[src/rtl/fetch_unit_if.sv]
// Fetch unit port bundle: redirect, instruction-memory bus and instruction output.
//   master : fetch unit side (drives o_* signals)
//   slave  : environment side (memory, consumer, redirect source)
interface fetch_unit_if #(
  parameter int unsigned XLEN  = 32,
  parameter int unsigned DEPTH = 4
);
  localparam int unsigned CW = $clog2(DEPTH) + 1;

  logic            i_redirect;
  logic [XLEN-1:0] i_redirect_addr;
  logic            o_redirect_misaligned;
  logic            o_imem_req;
  logic [XLEN-1:0] o_imem_addr;
  logic            i_imem_gnt;
  logic            i_imem_rvalid;
  logic [XLEN-1:0] i_imem_rdata;
  logic            o_inst_valid;
  logic [XLEN-1:0] o_inst_data;
  logic [XLEN-1:0] o_inst_pc;
  logic            i_inst_ready;
  logic [CW-1:0]   o_count;

  modport master (
    input  i_redirect, i_redirect_addr, i_imem_gnt, i_imem_rvalid, i_imem_rdata, i_inst_ready,
    output o_redirect_misaligned, o_imem_req, o_imem_addr, o_inst_valid, o_inst_data,
           o_inst_pc, o_count
  );

  modport slave (
    output i_redirect, i_redirect_addr, i_imem_gnt, i_imem_rvalid, i_imem_rdata, i_inst_ready,
    input  o_redirect_misaligned, o_imem_req, o_imem_addr, o_inst_valid, o_inst_data,
           o_inst_pc, o_count
  );
endinterface

[src/rtl/fetch_unit.sv]
// Instruction-fetch front end: owns the fetch PC, issues pipelined requests to a
// variable-latency instruction memory, buffers responses with their PCs in a
// DEPTH-entry prefetch queue and flushes on branch/trap redirects.
// Ports:
//   clk  - clock, rising edge
//   rst  - asynchronous active-high reset
//   bus  - fetch_unit_if.master: redirect in, imem req/gnt/rvalid bus, instruction
//          head (valid/data/pc/ready), occupancy count, misaligned-redirect pulse
module fetch_unit #(
  parameter int unsigned     XLEN     = 32,
  parameter int unsigned     DEPTH    = 4,
  parameter logic [XLEN-1:0] RESET_PC = '0
) (
  input  logic         clk,
  input  logic         rst,
  fetch_unit_if.master bus
);
  localparam int unsigned     PW   = $clog2(DEPTH);
  localparam int unsigned     CW   = PW + 1;
  localparam logic [CW-1:0]   FULL = CW'(DEPTH);
  localparam logic [XLEN-1:0] STEP = XLEN'(4);

  logic [XLEN-1:0] q_pc   [DEPTH];
  logic [XLEN-1:0] q_data [DEPTH];
  logic [PW-1:0]   rd_ptr;
  logic [PW-1:0]   wr_ptr;
  logic [CW-1:0]   count;
  logic [CW-1:0]   outstanding;
  logic [CW-1:0]   drop;
  logic [XLEN-1:0] fetch_pc;
  logic [XLEN-1:0] resp_pc;
  logic            misaligned;

  logic            req;
  logic            grant;
  logic            redirect_ok;
  logic            redirect_bad;
  logic            push;
  logic            pop;
  logic [CW:0]     credit;
  logic [CW-1:0]   outstanding_next;

  // Credit check counts queued plus in-flight entries so a response always has a slot;
  // a same-cycle pop is deliberately not credited.
  always_comb begin
    credit           = (CW+1)'(count) + (CW+1)'(outstanding);
    req              = !rst && (credit < (CW+1)'(DEPTH));
    grant            = req && bus.i_imem_gnt;
    redirect_ok      = bus.i_redirect && (bus.i_redirect_addr[1:0] == 2'b00);
    redirect_bad     = bus.i_redirect && (bus.i_redirect_addr[1:0] != 2'b00);
    push             = bus.i_imem_rvalid && (drop == '0) && !redirect_ok;
    pop              = (count != '0) && bus.i_inst_ready && !redirect_ok;
    outstanding_next = outstanding + CW'(grant) - CW'(bus.i_imem_rvalid);
  end

  // Queue payload storage; contents are only meaningful where count says so.
  always_ff @(posedge clk) begin
    if (push) begin
      q_pc[wr_ptr]   <= resp_pc;
      q_data[wr_ptr] <= bus.i_imem_rdata;
    end
  end

  // PCs, pointers and in-flight bookkeeping.
  always_ff @(posedge clk or posedge rst) begin
    if (rst) begin
      fetch_pc    <= RESET_PC;
      resp_pc     <= RESET_PC;
      rd_ptr      <= '0;
      wr_ptr      <= '0;
      count       <= '0;
      outstanding <= '0;
      drop        <= '0;
      misaligned  <= 1'b0;
    end else begin
      misaligned  <= redirect_bad;
      outstanding <= outstanding_next;
      if (redirect_ok) begin
        // Everything still in flight after this edge belongs to the old stream.
        fetch_pc <= bus.i_redirect_addr;
        resp_pc  <= bus.i_redirect_addr;
        rd_ptr   <= '0;
        wr_ptr   <= '0;
        count    <= '0;
        drop     <= (outstanding_next > FULL) ? FULL : outstanding_next;
      end else begin
        if (grant) begin
          fetch_pc <= fetch_pc + STEP;
        end
        if (push) begin
          resp_pc <= resp_pc + STEP;
          wr_ptr  <= wr_ptr + PW'(1);
        end
        if (bus.i_imem_rvalid && (drop != '0)) begin
          drop <= drop - CW'(1);
        end
        if (pop) begin
          rd_ptr <= rd_ptr + PW'(1);
        end
        if (push && !pop) begin
          count <= count + CW'(1);
        end else if (pop && !push) begin
          count <= count - CW'(1);
        end
      end
    end
  end

  // A response into a full queue means the memory broke the one-response-per-grant contract.
  always_ff @(posedge clk) begin
    if (!rst && bus.i_imem_rvalid) begin
      assert (count != FULL);
    end
  end

  assign bus.o_imem_req            = req;
  assign bus.o_imem_addr           = fetch_pc;
  assign bus.o_inst_valid          = (count != '0);
  assign bus.o_inst_data           = q_data[rd_ptr];
  assign bus.o_inst_pc             = q_pc[rd_ptr];
  assign bus.o_count               = count;
  assign bus.o_redirect_misaligned = misaligned;
endmodule

[src/flat_wrapper.sv]
// flat-port wrapper written by rule: the top's interface ports become plain ports
module fetch_unit_flat 
#(
  parameter int unsigned     XLEN     = 32,
  parameter int unsigned     DEPTH    = 4,
  parameter logic [XLEN-1:0] RESET_PC = '0
)
  (clk, rst, bus_i_redirect, bus_i_redirect_addr, bus_i_imem_gnt, bus_i_imem_rvalid, bus_i_imem_rdata, bus_i_inst_ready, bus_o_redirect_misaligned, bus_o_imem_req, bus_o_imem_addr, bus_o_inst_valid, bus_o_inst_data, bus_o_inst_pc, bus_o_count);
  fetch_unit_if #(.XLEN(XLEN), .DEPTH(DEPTH)) bus_i ();
  input  logic clk;
  input  logic rst;
  input wire logic [$bits(bus_i.i_redirect)-1:0] bus_i_redirect;
  input wire logic [$bits(bus_i.i_redirect_addr)-1:0] bus_i_redirect_addr;
  input wire logic [$bits(bus_i.i_imem_gnt)-1:0] bus_i_imem_gnt;
  input wire logic [$bits(bus_i.i_imem_rvalid)-1:0] bus_i_imem_rvalid;
  input wire logic [$bits(bus_i.i_imem_rdata)-1:0] bus_i_imem_rdata;
  input wire logic [$bits(bus_i.i_inst_ready)-1:0] bus_i_inst_ready;
  output wire logic [$bits(bus_i.o_redirect_misaligned)-1:0] bus_o_redirect_misaligned;
  output wire logic [$bits(bus_i.o_imem_req)-1:0] bus_o_imem_req;
  output wire logic [$bits(bus_i.o_imem_addr)-1:0] bus_o_imem_addr;
  output wire logic [$bits(bus_i.o_inst_valid)-1:0] bus_o_inst_valid;
  output wire logic [$bits(bus_i.o_inst_data)-1:0] bus_o_inst_data;
  output wire logic [$bits(bus_i.o_inst_pc)-1:0] bus_o_inst_pc;
  output wire logic [$bits(bus_i.o_count)-1:0] bus_o_count;
  assign bus_i.i_redirect = bus_i_redirect;
  assign bus_i.i_redirect_addr = bus_i_redirect_addr;
  assign bus_i.i_imem_gnt = bus_i_imem_gnt;
  assign bus_i.i_imem_rvalid = bus_i_imem_rvalid;
  assign bus_i.i_imem_rdata = bus_i_imem_rdata;
  assign bus_i.i_inst_ready = bus_i_inst_ready;
  assign bus_o_redirect_misaligned = bus_i.o_redirect_misaligned;
  assign bus_o_imem_req = bus_i.o_imem_req;
  assign bus_o_imem_addr = bus_i.o_imem_addr;
  assign bus_o_inst_valid = bus_i.o_inst_valid;
  assign bus_o_inst_data = bus_i.o_inst_data;
  assign bus_o_inst_pc = bus_i.o_inst_pc;
  assign bus_o_count = bus_i.o_count;
  fetch_unit #(.XLEN(XLEN), .DEPTH(DEPTH), .RESET_PC(RESET_PC)) u_core (.clk(clk), .rst(rst), .bus(bus_i));
endmodule
[config.mk]
export PLATFORM = sky130hd
export DESIGN_NAME = fetch_unit_flat
export DESIGN_NICKNAME = d
export VERILOG_FILES = /design/src/rtl/fetch_unit_if.sv /design/src/rtl/fetch_unit.sv /design/src/flat_wrapper.sv
export SDC_FILE = /design/constraint.sdc
export NUM_CORES = 1
export LEC_CHECK = 0
export BUFFER_PORTS_ARGS = -buffer_cell sky130_fd_sc_hd__buf_2
export CAP_MARGIN = 15
export CORE_ASPECT_RATIO = 0.5
export CORE_MARGIN = 3
export CORE_UTILIZATION = 40
export DETAILED_ROUTE_END_ITERATION = 10
export GPL_TIMING_DRIVEN = 0
export SLEW_MARGIN = 20
export SYNTH_ARGS = -nofsm -noshare
export SYNTH_HDL_FRONTEND = slang
export SYNTH_SLANG_ARGS = --single-unit
[constraint.sdc]
create_clock -name clk -period 3.6 [get_ports clk]
set_clock_uncertainty 0.15 [all_clocks]
set_input_delay 0.72 -clock clk [delete_from_list [all_inputs] [get_ports clk]]
set_output_delay 0.72 -clock clk [all_outputs]
set_load 0.005 [all_outputs]
==> impl_metrics.ini <==
[clock_tree]
path_clk_slew_ns = 0.07
cts.path.max_buffers = 3
cts_max_level = 1
numCtsBuffers = 30
cts-root-buf = clkbuf_16
clock_latency_ns = 0.56
cts_tree = built
holdBufCountCts = 0
clock_sinks = 334
postCtsSetupBuffers = 0
ctsResizeCount = 0

[route]
drtIter0Drc = 539
vias_per_cell = 5.214
postRouteWirelength_um = 30420
vias = 7591
firstDrtPassIters = 5
wl_per_cell_um = 20.89
drcViolationCount = 0
ant_nets = 0

[die]
core_um2 = 32520
die_w_um = 266.4
die-area_um2 = 36290
die_h_um = 136.2
ios = 172
std_cell_rows = 46
initial_core_util = 0.4171

[sta]
worst_slew_pin_slew_ns = 0.9578
setup_viol = 0
finalHoldViolCount = 0
max_slew_margin = 0.3615
timing.fmax_mhz = 289.3
setup_tns_ns = 0
min_period_ns = 3.456
post-route-period-util = 0.9601
finalMaxSlewViolations = 0
rsz0062_at_grt = no

[critical_path]
crit_family = buffers and inverters
cp_common_cell = clkbuf_1
crit_arrival_ns = 2.59
slowest_stage = clkbuf_1
crit_chain = clkbuf_1 > clkbuf_1 > mux4_2 > buf_2
max_stage_delay_ns = 0.65
path_buf_inv = 3
worstSetupPathType = reg -> out
required_ns = 2.73
startpoint_type = flop
worst-path-max-fanout = 10
critPathCaptureType = output pin

[placement]
hpwl_um = 20860
gp_congestion = 0.8117
io_buffers = 171
post_dp_cell_area_um2 = 15090

[yosys]
ys_top_cells_by_area = edfxtp_1, dfrtp_1, mux4_2
yosysUniqueCellTypes = 47
synth_top_area_cell = edfxtp_1
synth_area_um2 = 13560
yosysSeqAreaShare = 0.7107
synth.top_cell.area_share = 0.5668
syn-num-nets = 877
avgSynthCellArea_um2 = 17.13
synthFlopType = edfxtp_1
yosysWarnings = 0
synth-seq-cells = 334
syn_inst = 792
synth_edf_count = 256
synth.cells.most_frequent = edfxtp_1, dfrtp_1, mux4_2, a21oi_1, nor2_1
yosysMostFrequentCell = edfxtp_1
async_reset_ff_frac = 0.2335

[outcome]
outcome = finished, final reports clean

[layout]
n_fill_cell = 2709
stdcell_area_um2 = 16150
fin_nets = 1085
drive_above_1_share = 0.3184
area_growth_pct = 19.08
antenna_cells = 0

[grt]
grt_overflow_total = 0
grt_pass1_wl_um = 46710
grt_max_degree = 45
grt_pass1_vias = 7889
track_usage = 0.1696
antenna_found_initial = 0

[run]
maxCapViolCount = 0

[power]
peakVddDrop_uv = 380.5
power.density_nw_per_um2 = 702.6
p_leak_nw = 5.704

[worst_hold_path]
hold_path_class = in -> async
[registers in the layout, summed over array words and instances, names as in the netlist]
register,cells
u_core.q_data,128
u_core.q_pc,128
u_core.bus.o_imem_addr,32
u_core.resp_pc,32
u_core.bus.o_count,3
u_core.drop,3
u_core.outstanding,3
u_core.rd_ptr,2
u_core.wr_ptr,2
u_core.bus.o_redirect_misaligned,1
[worst paths after layout]
path / from / end / slack (ns) / cells after the start
max: u_core.rd_ptr[1] / bus_o_inst_pc[13] / 0.14 / 4
max in group asynchronous: rst / u_core.resp_pc[15] / 2.64 / 3
min in group clk: bus_i_imem_rdata[31] / u_core.q_data[1][31] / 0.23 / 1
max reg2reg: u_core.bus.o_count[2] / u_core.drop[0] / 0.65 / 10
min: rst / u_core.bus.o_redirect_misaligned / 0.06 / 2
min reg2reg: u_core.bus.o_imem_addr[0] / u_core.bus.o_imem_addr[0] / 0.34 / 1
[through the flow]
stage / hold WS, ns / cells / util / setup slack (ns) / total power (W)
2_1_floorplan: 0.3182 / 792 / - / 0.2597 / 0.006891
3_3_place_gp: 0.3153 / 1395 / 0.4600 / -1.348 / 0.008031
3_5_place_dp: 0.3196 / 1400 / 0.4640 / -0.03865 / 0.008111
4_1_cts: 0.05753 / 1456 / 0.4967 / 0.05701 / 0.01153
5_1_grt: 0.08669 / 1456 / 0.4967 / 0.006524 / 0.01195
6_report: 0.05568 / 1456 / 0.4967 / 0.1437 / 0.01135
[worst reg2reg max path: cells and delay by family (launching register included)]
family                     cells  cell delay [ns]
adders and majority gates      3             0.90
xor gates and xnor gates       2             0.47
and+or+nand+nor                2             0.47
DFF                            1             0.42
buffers and inverters          2             0.26
AOI/OAI and AO/OA              1             0.14
[power breakdown]
group | internal [W] | switching, W | leakage (nW)
logic | 0.00142 | 0.00148 | 2.00
clock network | 0.00197 | 0.00143 | 0.512
registers | 0.00464 | 0.000408 | 3.19
total | 0.00804 | 0.00331 | 5.70
[routing by layer]
metal,track usage,vias up,wire length (µm)
li1,-,3481,-
met1,0.2372,3919,13790
met2,0.2817,152,14850
met3,0.02966,39,1251
met4,0.03647,0,527
met5,0,-,0
[layout by cell type, fill, tap and decap left out, types with 2 or more instances in the layout]
| cell | n |
|---|---|
| and3_1 | 7 |
| fa_1 | 2 |
| mux4_2 | 64 |
| buf_12 | 4 |
| nand4_1 | 19 |
| and2_1 | 11 |
| nor4_2 | 6 |
| nor4_4 | 3 |
| clkbuf_1 | 22 |
| xnor2_1 | 38 |
| dfrtp_1 | 78 |
| nand3_1 | 23 |
| o21ai_0 | 2 |
| nand2_1 | 35 |
| nor3_1 | 15 |
| nor4_1 | 4 |
| xor2_1 | 25 |
| clkinvlp_4 | 4 |
| bufinv_16 | 4 |
| buf_6 | 2 |
| a21oi_1 | 58 |
| edfxtp_1 | 256 |
| or3_1 | 2 |
| clkinv_2 | 5 |
| buf_1 | 4 |
| nand3_2 | 2 |
| inv_1 | 18 |
| and4_1 | 6 |
| clkbuf_16 | 31 |
| clkbuf_8 | 5 |
| buf_2 | 179 |
| o21ai_1 | 2 |
| nor2_1 | 46 |
| a31oi_1 | 2 |
| and3_4 | 4 |
| clkinv_4 | 2 |
| ha_1 | 13 |
[kinds of logic after synthesis]
kind of cell             after synthesis  synth area share
buffers and inverters                 51           0.01596
adder cells (fa/ha/maj)               15           0.01495
XOR/XNOR                              63           0.04068
flip-flops                           334            0.7107
AND/OR/NAND/NOR                      193           0.08293
AO/OA/AOI/OAI                         71           0.02768
multiplexers                          65            0.1071
[cell type report]
class	instances	area (µm²)	area share
repair buffers	176	963.4	0.05965
clock buffers	40	859.6	0.05322
multi-input cells	407	3727	0.2308
inverters	19	73.82	0.004571
well taps	432	540.5	0.03347
plain buffers	32	145.1	0.008987
flip-flops and latches	334	9639	0.5968
clock inverters	16	201.4	0.01247
(Power assumes the default switching activity.)
